[src/rtl/sevenseg_scan_ctrl.sv]
// Time-multiplexed common-anode seven-segment scanner with a per-frame shadow
// capture, blanking, decimal points, leading-zero suppression, freeze and PWM.
module sevenseg_scan_ctrl #(
  parameter int unsigned NUM_DIGITS    = 8,
  parameter int unsigned PRESCALE_LOG2 = 16
) (
  input  logic                    clk_core,
  input  logic                    rstn,
  input  logic [4*NUM_DIGITS-1:0] i_value,
  input  logic [NUM_DIGITS-1:0]   i_dp,
  input  logic [NUM_DIGITS-1:0]   i_blank,
  input  logic                    i_lz_suppress,
  input  logic                    i_freeze,
  input  logic [3:0]              i_brightness,
  output logic [NUM_DIGITS-1:0]   o_an,
  output logic [6:0]              o_seg,
  output logic                    o_dp,
  output logic                    o_frame
);

  localparam int unsigned IDX_W = (NUM_DIGITS > 1) ? $clog2(NUM_DIGITS) : 1;
  localparam int unsigned VAL_W = 4 * NUM_DIGITS;
  localparam logic [IDX_W-1:0] LAST_IDX = IDX_W'(NUM_DIGITS - 1);

  logic [PRESCALE_LOG2-1:0] presc;
  logic [IDX_W-1:0]         idx;
  logic [VAL_W-1:0]         shadow_val;
  logic [NUM_DIGITS-1:0]    shadow_dp;
  logic [NUM_DIGITS-1:0]    shadow_blank;

  logic                     tick;
  logic                     cap;
  logic                     on;
  logic [NUM_DIGITS-1:0]    suppressed;
  logic [NUM_DIGITS-1:0]    dark;
  logic [3:0]               cur_nib;
  logic                     cur_dp;
  logic                     cur_dark;
  logic [NUM_DIGITS-1:0]    an_nxt;
  logic [6:0]               seg_nxt;
  logic                     dp_nxt;
  logic                     frame_nxt;

  // Dwell tick and end-of-frame capture strobe
  always_comb begin
    tick = &presc;
    cap  = tick && (idx == LAST_IDX);
  end

  // Free-running prescaler and digit index (wraps at NUM_DIGITS, not a power of 2)
  always_ff @(posedge clk_core or negedge rstn) begin
    if (!rstn) begin
      presc <= '0;
      idx   <= '0;
    end else begin
      presc <= presc + PRESCALE_LOG2'(1);
      if (tick) begin
        idx <= (idx == LAST_IDX) ? '0 : idx + IDX_W'(1);
      end
    end
  end

  // Shadow capture once per frame so mid-frame input changes never tear
  always_ff @(posedge clk_core or negedge rstn) begin
    if (!rstn) begin
      shadow_val   <= '0;
      shadow_dp    <= '0;
      shadow_blank <= '1;
    end else if (cap && !i_freeze) begin
      shadow_val   <= i_value;
      shadow_dp    <= i_dp;
      shadow_blank <= i_blank;
    end
  end

  // Leading-zero suppression: digit i dark when it and every digit above are zero
  always_comb begin
    logic zero_run;
    zero_run   = 1'b1;
    suppressed = '0;
    for (int i = int'(NUM_DIGITS) - 1; i >= 0; i--) begin
      zero_run      = zero_run && (shadow_val[4*i +: 4] == 4'h0);
      suppressed[i] = (i != 0) && i_lz_suppress && zero_run;
    end
    dark = shadow_blank | suppressed;
  end

  // Select the shadow fields of the digit currently being scanned
  always_comb begin
    cur_nib  = 4'h0;
    cur_dp   = 1'b0;
    cur_dark = 1'b1;
    for (int i = 0; i < int'(NUM_DIGITS); i++) begin
      if (idx == IDX_W'(i)) begin
        cur_nib  = shadow_val[4*i +: 4];
        cur_dp   = shadow_dp[i];
        cur_dark = dark[i];
      end
    end
  end

  // PWM on-window, anode pattern, segment decode and frame marker
  always_comb begin
    on        = (presc[PRESCALE_LOG2-1 -: 4] <= i_brightness);
    an_nxt    = '1;
    seg_nxt   = 7'h7F;
    dp_nxt    = 1'b1;
    frame_nxt = (idx == '0) && (presc == '0);
    for (int i = 0; i < int'(NUM_DIGITS); i++) begin
      if ((idx == IDX_W'(i)) && on && !cur_dark) begin
        an_nxt[i] = 1'b0;
      end
    end
    if (!cur_dark) begin
      dp_nxt = !cur_dp;
      unique case (cur_nib)
        4'h0: seg_nxt = 7'h01;
        4'h1: seg_nxt = 7'h4F;
        4'h2: seg_nxt = 7'h12;
        4'h3: seg_nxt = 7'h06;
        4'h4: seg_nxt = 7'h4C;
        4'h5: seg_nxt = 7'h24;
        4'h6: seg_nxt = 7'h20;
        4'h7: seg_nxt = 7'h0F;
        4'h8: seg_nxt = 7'h00;
        4'h9: seg_nxt = 7'h04;
        4'hA: seg_nxt = 7'h08;
        4'hB: seg_nxt = 7'h60;
        4'hC: seg_nxt = 7'h31;
        4'hD: seg_nxt = 7'h42;
        4'hE: seg_nxt = 7'h30;
        4'hF: seg_nxt = 7'h38;
        default: seg_nxt = 7'h7F;
      endcase
    end
  end

  // Registered pin drivers
  always_ff @(posedge clk_core or negedge rstn) begin
    if (!rstn) begin
      o_an    <= '1;
      o_seg   <= 7'h7F;
      o_dp    <= 1'b1;
      o_frame <= 1'b0;
    end else begin
      o_an    <= an_nxt;
      o_seg   <= seg_nxt;
      o_dp    <= dp_nxt;
      o_frame <= frame_nxt;
    end
  end

endmodule

[config.mk]
export PLATFORM = sky130hd
export DESIGN_NAME = sevenseg_scan_ctrl
export DESIGN_NICKNAME = d
export VERILOG_FILES = /design/src/rtl/sevenseg_scan_ctrl.sv
export SDC_FILE = /design/constraint.sdc
export NUM_CORES = 1
export LEC_CHECK = 0
export CORE_MARGIN = 2
export CORE_UTILIZATION = 58
export DETAILED_ROUTE_END_ITERATION = 10
export PLACE_DENSITY = 0.86
export SYNTH_ARGS = -nofsm -noshare
export SYNTH_HDL_FRONTEND = slang
export SYNTH_SLANG_ARGS = --single-unit
[constraint.sdc]
create_clock -name clk_core -period 3.85 [get_ports clk_core]
set_input_delay 0.77 -clock clk_core [delete_from_list [all_inputs] [get_ports clk_core]]
set_output_delay 0.77 -clock clk_core [all_outputs]
set_load 0.01 [all_outputs]
==> metrics.md <==
| Metric | Value |
|---|---|
| Setup_tns | `0 ns` |
| Number of max-slew violations in the final report | `0` |
| Number of synthesized register bits | `84` |
| Finished Core Util | `73.2%` |
| TritonRoute pass-1 iters | `5` |
| Drt drc | `0` |
| Total non-filler cell area in the finished layout | `between 0.005 and 0.006 mm²` |
| N_diodes | `0` |
| Wire length of the first global-routing pass | `between 15 and 20 mm` |
| Asr flop ratio synth | `100%` |
| Count of warnings emitted by yosys | `0` |
| GRT overflow | `0` |
| Pwr/cell area | `300 mW/mm²` |
| Synth cell types | `58` |
| Clock buffers created by TritonCTS | `9` |
| Detailed-route via count | `3,219` |
| Most frequently used flop master after synthesis | `sky130_fd_sc_hd__dfrtp_1` |
| Post-CTS Setup Bufs | `0` |
| Worst-case clock buffer depth | `2` |
| Mean instance size in the synthesized netlist | `11.5 µm²` |
| Worst vdd rail ir drop | `0.237 mV` |
| Number of global-route vias before repair | `~3,300` |
| Io pins | `73` |
| Hold slack | `approximately 0.50 ns` |
| Die outline width | `91.0 µm` |
| RSZ-0062 raised after global routing | `false` |
| Hold_buf cts | `0` |
| Crit path launch type | `flop` |
| Portion of the clock cycle consumed by the worst path in the final layout | `75.9%` |
| Routed length on met1 | `4.07 mm` |
| Setup crit end kind | `flop` |
| Total length of routed met2 wires | `4.88 mm` |
| Clk pin slew, worst setup/hold paths | `0.09 ns` |
| Area enclosed by the die boundary | `0.00829 mm²` |
| Clock latency on the worst-skew pair | `roughly 0.37 ns` |
| Register area share after synthesis | `48.5%` |
| Standby leakage power | `between 2 and 2.5 nW` |
| Drt total wl | `between 9 and 10 mm` |
| Fraction of final layout cells sized beyond drive strength 1 | `21.6%` |
| Core area | `0.00729 mm²` |
| Detailed-placement wirelength estimate | `about 7 mm` |
| EDFF count, synth | `0` |
| Total of max-cap violations | `0` |
| Post-DR vias/cell | `5.82` |
| Clock net sink count | `84` |
| Status | `finished, final reports clean` |
| Root buf cell | `sky130_fd_sc_hd__clkbuf_8` |
| Number of cells produced by synthesis | `about 380` |
| Largest net degree at the start of global routing | `85` |
| Data arrival time of the critical path | `3.21 ns` |
| Port-buffer cells | `a little over 70` |
| Category of the most critical setup path | `reg -> reg` |
| Violation count after the first detailed-routing iteration | `just over 200` |
| Area Growth Syn to Fin | `21.4%` |
| Post-CTS Resized | `0` |
| Required time of the critical path | `between 4 and 5 ns` |
| H-Tree Depth | `3` |
| Slew at the pin closest to its max-slew limit | `1.00 ns` |
| CTS tree | `yes` |
| Highest metal layer with signal wires | `met4` |
| Count of nets after finishing | `522` |
| Antenna violation net count after detailed routing | `0` |
| Synth Cell Area | `0.00439 mm²` |
| Initial antenna violation count | `0` |
| Slew HR | `33.1%` |
| Class of the worst hold path | `reg -> reg` |
| Die Height | `91.0 µm` |
| Time the worst path needs with I/O delays and setup | `2.92 ns` |
| Synthesized netlist net count | `454` |
| Routed wire per std cell | `17.5 µm` |
| F_max | `between 300 and 400 MHz` |
| Final worst clock skew | `0.0110 ns` |
| Wire length on met3 | `between 500 and 600 µm` |
| Max FO, Critical Path | `27` |
| Gr usage total | `24.8%` |
| Core Rows | `31` |
| Post-DP Area | `0.00514 mm²` |
| Total of endpoints with negative setup slack in the final report | `0` |
| Effective utilization at floorplan | `60.3%` |
| RD Place Congestion | `0.915` |
| Final hold violation count | `0` |
-- per-layer routing --
layer | GRT usage, % | vias up
met3 | 4.98 | 18
met5 | 0 | -
li1 | - | 1504
met1 | 31.8 | 1568
met2 | 42.1 | 129
met4 | 8.59 | 0
-- power breakdown --
part | internal (mW) | leakage [nW] | switching, mW | total, mW
combinational | 0.0534 | 1.17 | 0.0311 | 0.0845
sequential | 0.883 | 1.07 | 0.0000710 | 0.883
clock | 0.303 | 0.0923 | 0.331 | 0.634
total | 1.24 | 2.34 | 0.362 | 1.60
-- state kept, by name (all words and copies together) (netlist names) --
register and cells:
idx 3, shadow_blank 8, shadow_dp 8, presc 16, o_dp 1, shadow_val 32
o_an 8, o_frame 1, o_seg 7
-- kinds of logic after synthesis --
family	after synthesis	synth area share, %
multiplexers	51	14.7
XOR/XNOR	15	2.99
buffers and inverters	40	4.73
adder cells (fa/ha/maj)	17	4.84
flip-flops	84	48.5
AO/OA/AOI/OAI	69	10.5
AND/OR/NAND/NOR	105	13.7
-- final timing paths --
kind / startpoint / end / slack, ns / depth (start not counted)
max: idx[1] / o_seg[2] / 0.93 / 8
min: presc[4] / presc[4] / 0.50 / 1
max reg2reg: idx[1] / o_seg[2] / 0.93 / 8
min reg2reg: presc[4] / presc[4] / 0.50 / 1
max in group asynchronous: rstn / presc[2] / 2.64 / 1
min in group asynchronous: rstn / shadow_dp[5] / 0.57 / 1
-- final cells by class --
| cell class | count | area (µm²) |
|---|---|---|
| clock buffer | 9 | 124 |
| multi-input combinational | 257 | 2050 |
| timing repair buffer | 76 | 748 |
| sequential | 84 | 2130 |
| fill | 517 | 1960 |
| clock inverter | 7 | 75.1 |
| inverter | 21 | 78.8 |
| tap | 99 | 124 |
-- cell usage after synthesis (3+ instances only) --
master,instances,share of area [%]
sky130_fd_sc_hd__ha_1,17,4.8
sky130_fd_sc_hd__a221oi_1,4,0.80
sky130_fd_sc_hd__o21a_1,4,0.68
sky130_fd_sc_hd__nand2_1,27,2.3
sky130_fd_sc_hd__nand3b_1,7,1.2
sky130_fd_sc_hd__o21ai_0,10,1.1
sky130_fd_sc_hd__o31ai_1,4,0.68
sky130_fd_sc_hd__a211oi_1,6,1.0
sky130_fd_sc_hd__buf_4,3,0.51
sky130_fd_sc_hd__buf_2,5,0.57
sky130_fd_sc_hd__nor3b_1,8,1.4
sky130_fd_sc_hd__o22ai_1,3,0.43
sky130_fd_sc_hd__nand3_1,14,1.6
sky130_fd_sc_hd__or4_1,3,0.51
sky130_fd_sc_hd__nor2b_1,8,1.1
sky130_fd_sc_hd__o21bai_1,3,0.51
sky130_fd_sc_hd__a21oi_1,18,2.1
sky130_fd_sc_hd__o221ai_1,3,0.60
sky130_fd_sc_hd__mux2_2,29,7.4
sky130_fd_sc_hd__dfstp_2,24,14
sky130_fd_sc_hd__xor2_1,4,0.80
sky130_fd_sc_hd__nand2b_1,3,0.43
sky130_fd_sc_hd__nand4_1,5,0.71
sky130_fd_sc_hd__mux2_4,20,6.8
sky130_fd_sc_hd__dfrtp_1,60,34
sky130_fd_sc_hd__inv_1,20,1.7
sky130_fd_sc_hd__xnor2_1,11,2.2
sky130_fd_sc_hd__clkbuf_1,7,0.60
sky130_fd_sc_hd__nor2_1,10,0.85
sky130_fd_sc_hd__nor4_1,5,0.71
-- per-stage QoR --
step | setup WS [ns] | cells | power (mW)
after floorplan | 1.28 | 381 | 0.908
after global placement | 1.01 | 537 | 0.983
after detailed placement | 0.955 | 537 | 0.985
after CTS | 1.01 | 553 | 1.61
after global routing | 0.645 | 553 | 1.65
final | 0.928 | 553 | 1.60
-- cell usage in the layout (no fill, tap or decap), drive strengths merged, types with 4 or more instances in the layout --
cell	n
clkdlybuf4s50	71
ha	17
dfrtp	60
nor4	6
inv	22
nor3b	9
nand3	14
nor2b	8
buf	5
nand2	27
xnor2	11
o31ai	4
nand4	5
xor2	4
clkbuf	9
a221oi	4
o21a	4
a211oi	6
a21oi	18
mux2	49
o21ai	10
nand3b	7
nor2	10
dfstp	24
-- worst max-delay path: stages, from the launching register on --
cell and delay (ns):
sky130_fd_sc_hd__dfrtp_1 0.41, sky130_fd_sc_hd__inv_1 0.10, sky130_fd_sc_hd__ha_1 0.71, sky130_fd_sc_hd__nand3b_1 0.21, sky130_fd_sc_hd__a221oi_1 0.09, sky130_fd_sc_hd__o22ai_1 0.45
sky130_fd_sc_hd__a21bo_1 0.34, sky130_fd_sc_hd__mux2_2 0.38, sky130_fd_sc_hd__o211ai_1 0.16
(Power assumes the default switching activity.)
